[config.mk]
export PLATFORM = sky130hd
export DESIGN_NAME = pipeline_hazard_ctrl
export DESIGN_NICKNAME = d
export VERILOG_FILES = /design/src/rtl/pipeline_hazard_ctrl.sv
export SDC_FILE = /design/constraint.sdc
export NUM_CORES = 1
export LEC_CHECK = 0
export ABC_AREA = 1
export CAP_MARGIN = 15
export CORE_ASPECT_RATIO = 0.7
export CORE_MARGIN = 4
export CORE_UTILIZATION = 44
export CTS_CLUSTER_DIAMETER = 120
export DETAILED_ROUTE_END_ITERATION = 8
export GPL_ROUTABILITY_DRIVEN = 0
export GPL_TIMING_DRIVEN = 1
export MAX_ROUTING_LAYER = met4
export PLACE_DENSITY_LB_ADDON = 0.2
export SYNTH_ARGS = -nofsm -noshare
export SYNTH_HDL_FRONTEND = slang
export SYNTH_SLANG_ARGS = --single-unit
[constraint.sdc]
create_clock -name clk -period 1.8 [get_ports clk]
set_input_delay 0.36 -clock clk [delete_from_list [all_inputs] [get_ports clk]]
set_output_delay 0.36 -clock clk [all_outputs]
set_load 0.03 [all_outputs]
[src/rtl/pipeline_hazard_ctrl.sv]
// Hazard controller for a five-stage pipeline: load-use stall, taken-branch flush,
// data-memory wait with timeout halt, and stall/flush performance counters.
module pipeline_hazard_ctrl #(
   parameter int CNT_W   = 32,
   parameter int TIMEOUT = 16
) (
   input  logic             clk,
   input  logic             rst,
   input  logic [4:0]       id_rs1,
   input  logic [4:0]       id_rs2,
   input  logic [4:0]       ex_rd,
   input  logic             ex_mem_read,
   input  logic             ex_branch_taken,
   input  logic             dmem_req,
   input  logic             dmem_ready,
   output logic             pc_write,
   output logic             ifid_write,
   output logic             idex_write,
   output logic             exmem_write,
   output logic             ifid_flush,
   output logic             idex_flush,
   output logic [1:0]       state,
   output logic             mem_timeout,
   output logic [CNT_W-1:0] stall_count,
   output logic [CNT_W-1:0] flush_count
);
   typedef enum logic [1:0] {RUN = 2'd0, MEM_WAIT = 2'd1, HALT = 2'd2} state_t;

   localparam logic [7:0] TIMEOUT_C = 8'(TIMEOUT);

   state_t     state_r;
   state_t     state_nxt;
   logic [7:0] wait_cnt;
   logic [7:0] wait_cnt_nxt;
   logic       load_use;
   logic       mem_block;
   logic       run_stall;
   logic       timeout_set;
   logic       stall_inc;
   logic       flush_inc;

   assign load_use  = ex_mem_read && (ex_rd != 5'd0) && ((ex_rd == id_rs1) || (ex_rd == id_rs2));
   assign mem_block = dmem_req && !dmem_ready;
   // A taken branch flushes the dependent instruction anyway, so it masks load-use.
   assign run_stall = load_use && !ex_branch_taken;
   assign state     = state_r;
   assign stall_inc = (state_r != HALT) && !pc_write;

   always_comb begin
      state_nxt    = state_r;
      wait_cnt_nxt = wait_cnt;
      timeout_set  = 1'b0;
      flush_inc    = 1'b0;
      pc_write     = 1'b0;
      ifid_write   = 1'b0;
      idex_write   = 1'b0;
      exmem_write  = 1'b0;
      ifid_flush   = 1'b0;
      idex_flush   = 1'b0;
      if (!rst) begin
         case (state_r)
            RUN, MEM_WAIT: begin
               if ((state_r == RUN) ? mem_block : !dmem_ready) begin
                  if (state_r == RUN) begin
                     state_nxt    = MEM_WAIT;
                     wait_cnt_nxt = 8'd1;
                  end else begin
                     wait_cnt_nxt = wait_cnt + 8'd1;
                     if (wait_cnt == TIMEOUT_C) begin
                        state_nxt   = HALT;
                        timeout_set = 1'b1;
                     end
                  end
               end else begin
                  pc_write    = !run_stall;
                  ifid_write  = !run_stall;
                  idex_write  = 1'b1;
                  exmem_write = 1'b1;
                  ifid_flush  = ex_branch_taken;
                  idex_flush  = ex_branch_taken || run_stall;
                  flush_inc   = ex_branch_taken;
                  state_nxt   = RUN;
               end
            end
            HALT: begin
               state_nxt = HALT;
            end
            default: begin
               state_nxt = RUN;
            end
         endcase
      end
   end

   always_ff @(posedge clk) begin
      if (rst) begin
         state_r     <= RUN;
         wait_cnt    <= '0;
         mem_timeout <= 1'b0;
         stall_count <= '0;
         flush_count <= '0;
      end else begin
         state_r  <= state_nxt;
         wait_cnt <= wait_cnt_nxt;
         if (timeout_set) begin
            mem_timeout <= 1'b1;
         end
         if (stall_inc) begin
            stall_count <= stall_count + CNT_W'(1);
         end
         if (flush_inc) begin
            flush_count <= flush_count + CNT_W'(1);
         end
      end
   end
endmodule
Yosys cells after proc, flatten, opt, wreduce, memory -nomap -nowiden
Index checks and enable logic that the tools add are counted.
- register bits after elaboration: 75
- input bits: 21
- output and inout port bits: 73
- logic and storage cells: 53
- $add $sub $neg: 3
- equality and inequality tests: 7
- mux-type cells: 23
- reductions and logical operators: 15
- operator list (operator ; count):
    32-bit by 1-bit adder with 32-bit output, second input constant ; 2
    1-bit two-way mux ; 18
    5-bit == test ; 2
    8-bit by 1-bit adder with 8-bit output, second input constant ; 1
    8-bit by 5-bit == test with 1-bit output, second input constant ; 1
    8-bit two-way mux ; 1
    2-bit two-way mux ; 3
    1-bit logical AND ; 5
    5-bit nonzero test ; 1
    1-bit zero test ; 4
    4-bit inequality test, second input constant ; 1
    2-bit case mux with 2 select lines ; 1
    2-bit by 1-bit == test with 1-bit output, second input constant ; 1
    2-bit == test, second input constant ; 1
    2-bit zero test ; 1
    1-bit logical OR ; 2
    2-bit inequality test, second input constant ; 1
    2-bit AND reduction ; 1
    2-bit OR reduction ; 1

Longest topological paths before layout
- depth after elaboration: 10
- depth in mapped cells: 12
- mapped depth without buffers: 12

Least setup slack after synthesis
OpenSTA, ideal clock, no wires.
- kind: register to output
- start: reg state_r[0] (netlist: state[0])
- end: out pc_write
- arrival time: 1.806 ns
- data required time: 1.440 ns
- path slack: -0.366 ns
- cell stages (with the launch flop): 8
- buffers on the path: 2
- cells stage by stage: dfxtp_1 > o21ai_4 > nand3_4 > inv_1 > nand2_2 > buf_4 > nand2_1 > buf_4
- cells in the longest elaborated chain, start to end: 5
- elaborated cells on any way between the ends: 7
- those cells by class: eq/ne: 1; mux: 4; reduce/logical: 2
- RTL lines (item ; RTL line ; RTL):
    from (decl) ; 31 ; state_t state_r;
    from (signal assigned) ; 103 ; state_r <= state_nxt;
    2-bit zero test ; n/a ;
    1-bit two-way mux ; 63 ; if ((state_r == RUN) ? mem_block : !dmem_ready) begin
    1-bit two-way mux ; n/a ;
    1-bit two-way mux * (2 in series) ; n/a ;
    to (decl) ; 16 ; output logic pc_write,
Mark *: on every way between the ends. The rest lies on a longest branch, timed or not.

Worst setup path in the final report
- start: reg state_r[0] (netlist: state[0])
- end: out idex_flush
- cells in the longest elaborated chain, start to end: 5
- elaborated cells on any way between the ends: 7
- those cells by class: eq/ne: 1; mux: 4; reduce/logical: 2
- RTL lines (item ; RTL line ; RTL):
    2-bit zero test ; 61, 63 ;
    1-bit two-way mux (2 in series) ; 63 ;
    1-bit two-way mux * ; 61 ; case (state_r)
    1-bit two-way mux * ; 60 ; if (!rst) begin
    to (decl) ; 21 ; output logic idex_flush,
Marks and branches as above.

==> impl_metrics.env <==
export IMPL_status="complete, but fails checks"
export IMPL_violations="setup timing"
export IMPL_cts_num_sinks=75
export IMPL_finalMaxSlewViolations=0
export IMPL_netlist_area_leader_share_pct=31.17
export IMPL_synth_edf_count=0
export IMPL_core_um2=10510
export IMPL_grt_pass1_wl_mm=23.92
export IMPL_synthCells=749
export IMPL_maxSlewHeadroom_pct=58.60
export IMPL_setup_ws_ps=-37.32
export IMPL_first_pass_iters=5
export IMPL_multi_input_area_um2=3020
export IMPL_overflow=0
export IMPL_vias=5334
export IMPL_clk_latency_ps=340
export IMPL_end_kind="output pin"
export IMPL_fin_util_pct=61.62
export IMPL_syn_area_per_cell_um2=6.431
export IMPL_synth_area_leaders="dfxtp_1 (31%), nand2_1 (19%), nor2_1 (7.1%)"
export IMPL_num_antenna_cells=0
export IMPL_hp_class="flop to flop"
export IMPL_synth_ff_type="dfxtp_1"
export IMPL_post_drt_wl_per_cell_um=14.63
export IMPL_dpl_hpwl_mm=10.87
export IMPL_pre_cts_slack_ps=-385.8
export IMPL_synth_top_family_by_area="simple AND/OR/NAND/NOR gates"
export IMPL_grt_max_degree=57
export IMPL_die_x_um=133.1
export IMPL_cts_clk_slew_worst_paths_ps=60
export IMPL_synth_compound_area_share_pct=8.623
export IMPL_synthAdderAreaFrac_pct=1.039
export IMPL_rsz0062_at_grt="true"
export IMPL_synthArstFlopShare_pct=0
export IMPL_setup_viol=3
export IMPL_drt_iter0_drc=386
export IMPL_grt_util_all_layers_pct=24.23
export IMPL_fmax_ghz=0.5443
export IMPL_max_cap_viol_count=0
export IMPL_antenna_found_initial=0
export IMPL_critPathKind="flop to output pin"
export IMPL_antenna_left=0
export IMPL_hold_violations=0
export IMPL_seq_area_um2=1514
export IMPL_worst_clock_skew_ps=5.439
export IMPL_nets=890
export IMPL_drc=0
export IMPL_initial_core_util_pct=45.83
export IMPL_grt_pass1_vias=4847
export IMPL_placed_cells=992
export IMPL_area_growth_pct=34.47
export IMPL_rows=31
export IMPL_hold_slack_ps=492.7
export IMPL_instances_no_fill=1018
export IMPL_cts_buffer_depth=2
export IMPL_fill_cells=994
export IMPL_path_max_fanout=3
export IMPL_yosysMostFrequentCell="nand2_1"
export IMPL_via_per_inst=5.240
export IMPL_final_layout_size_suffix_gt1_share_pct=14.25
export IMPL_crit_path_start_kind="flop"
export IMPL_peakVddDrop_v=0.0005118
export IMPL_synth_xor_xnor_area_share_pct=5.091
export IMPL_numCtsBuffers=9
export IMPL_netlist_cell_type_count=36
export IMPL_fp_dieH_um=95.54
export IMPL_synth_common_cells="nand2_1 (247), nor2_1 (91), dfxtp_1 (75)"
export IMPL_powerDensity_nw_per_um2=630.5
export IMPL_synthesis_area_um2=4817
export IMPL_arrival_ps=1480
export IMPL_cts_hold_buf=0
export IMPL_synth_seq_cells=75
export IMPL_die_area_um2=12710
export IMPL_tritoncts="built"
export IMPL_drt_wl_total_mm=14.90
export IMPL_clockRootBuffer="clkbuf_16"
export IMPL_ys_seq_area_share_pct=31.17
export IMPL_yosysWarnings=0
export IMPL_synth_top_area_cell="dfxtp_1"
export IMPL_p_leak_nw=2.765
export IMPL_synthSimpleGateAreaFrac_pct=45.97
export IMPL_port_buffers=93
export IMPL_yosys_mux_area_fraction_pct=0
export IMPL_htreeDepth=3
export IMPL_syn_nets=774
export IMPL_io_pin_count=94
export IMPL_tightest_slew_ps=621.0
export IMPL_period_share_pct=102.1
export IMPL_cp_required_ps=1440
export IMPL_fin_crit_ps=1837
[where the power goes]
group	leakage, nW	total, W	internal, W	switching [W]
Combinational	2.00	0.000497	0.000187	0.000310
Sequential	0.608	0.00169	0.00168	0.0000186
Clock	0.155	0.00189	0.00118	0.000710
Total	2.76	0.00408	0.00305	0.00104
[timing repair]
item / in CTS / in global routing
setup endpoints to repair: 91 / 46
pin swaps: 16 / 12
gates resized for setup: 79 / 33
setup buffers: 4 / 6
[kinds of logic after synthesis]
family / count (synthesis)
AOI/OAI and AO/OA: 78
xor gates and xnor gates: 28
adders and majority gates: 4
buffers and inverters: 91
DFF: 75
and+or+nand+nor: 473
[layer usage]
layer	track usage (%)	share of wire (%)	vias to the layer above	wire length [um]
li1	-	-	2661	-
met5	-	0	-	0
met2	34.08	42	196	6227
met1	32.95	48	2464	7182
met3	8.597	9.1	13	1350
met4	6.228	0.92	0	137
[cell usage in the layout (no fill, tap or decap), types with 12 or more instances in the layout]
cell             instances
nand2_1                243
nor2_1                  89
dfxtp_1                 69
dlygate4sd2_1           66
a21oi_1                 59
inv_1                   58
nand4_1                 40
buf_4                   31
nand3_1                 22
nand3b_1                20
xor2_1                  15
xnor2_1                 13
clkdlybuf4s50_1         12
[stage by stage]
| step | instance area, um2 | TNS, ps | power, W |
|---|---|---|---|
| 6_report | 6477 | -84.97 | 0.004084 |
| 5_1_grt | 6477 | -671.0 | 0.004242 |
| 4_1_cts | 6332 | -174.1 | 0.004098 |
| 3_5_place_dp | 6045 | -19140 | 0.002202 |
| 3_3_place_gp | 6045 | -15700 | 0.002192 |
| 2_1_floorplan | 4838 | -115.3 | 0.002013 |
[final cells by class]
| type | count | area share (%) |
|---|---|---|
| multi-input combinational | 583 | 46.63 |
| tap | 148 | 2.859 |
| timing repair buffer | 130 | 18.37 |
| clock inverter | 4 | 0.7340 |
| inverter | 66 | 3.921 |
| sequential | 75 | 23.37 |
| clock buffer | 12 | 4.114 |
[registers in the layout, summed over array words and instances (netlist names)]
name / flops
state: 2
stall_count: 32
wait_cnt: 8
flush_count: 32
mem_timeout: 1
[worst paths after layout]
check | slack, ps | cells after the start | to | startpoint
max | -40 | 5 | idex_flush | state[0]$_SDFFE_PP0P_
min | 490 | 2 | mem_timeout$_SDFFE_PP0P_ | mem_timeout$_SDFFE_PP0P_
max reg2reg | 60 | 8 | stall_count[28]$_SDFFE_PP0P_ | stall_count[11]$_SDFFE_PP0P_
min reg2reg | 490 | 2 | mem_timeout$_SDFFE_PP0P_ | mem_timeout$_SDFFE_PP0P_
[worst max-delay path, stage by stage, from the launching register on]
cell	delay [ps]
dfxtp_2	340
o21ai_4	190
nand3_4	150
buf_6	160
o21ai_4	150
buf_6	150
Power figures use the tool's default switching activity.
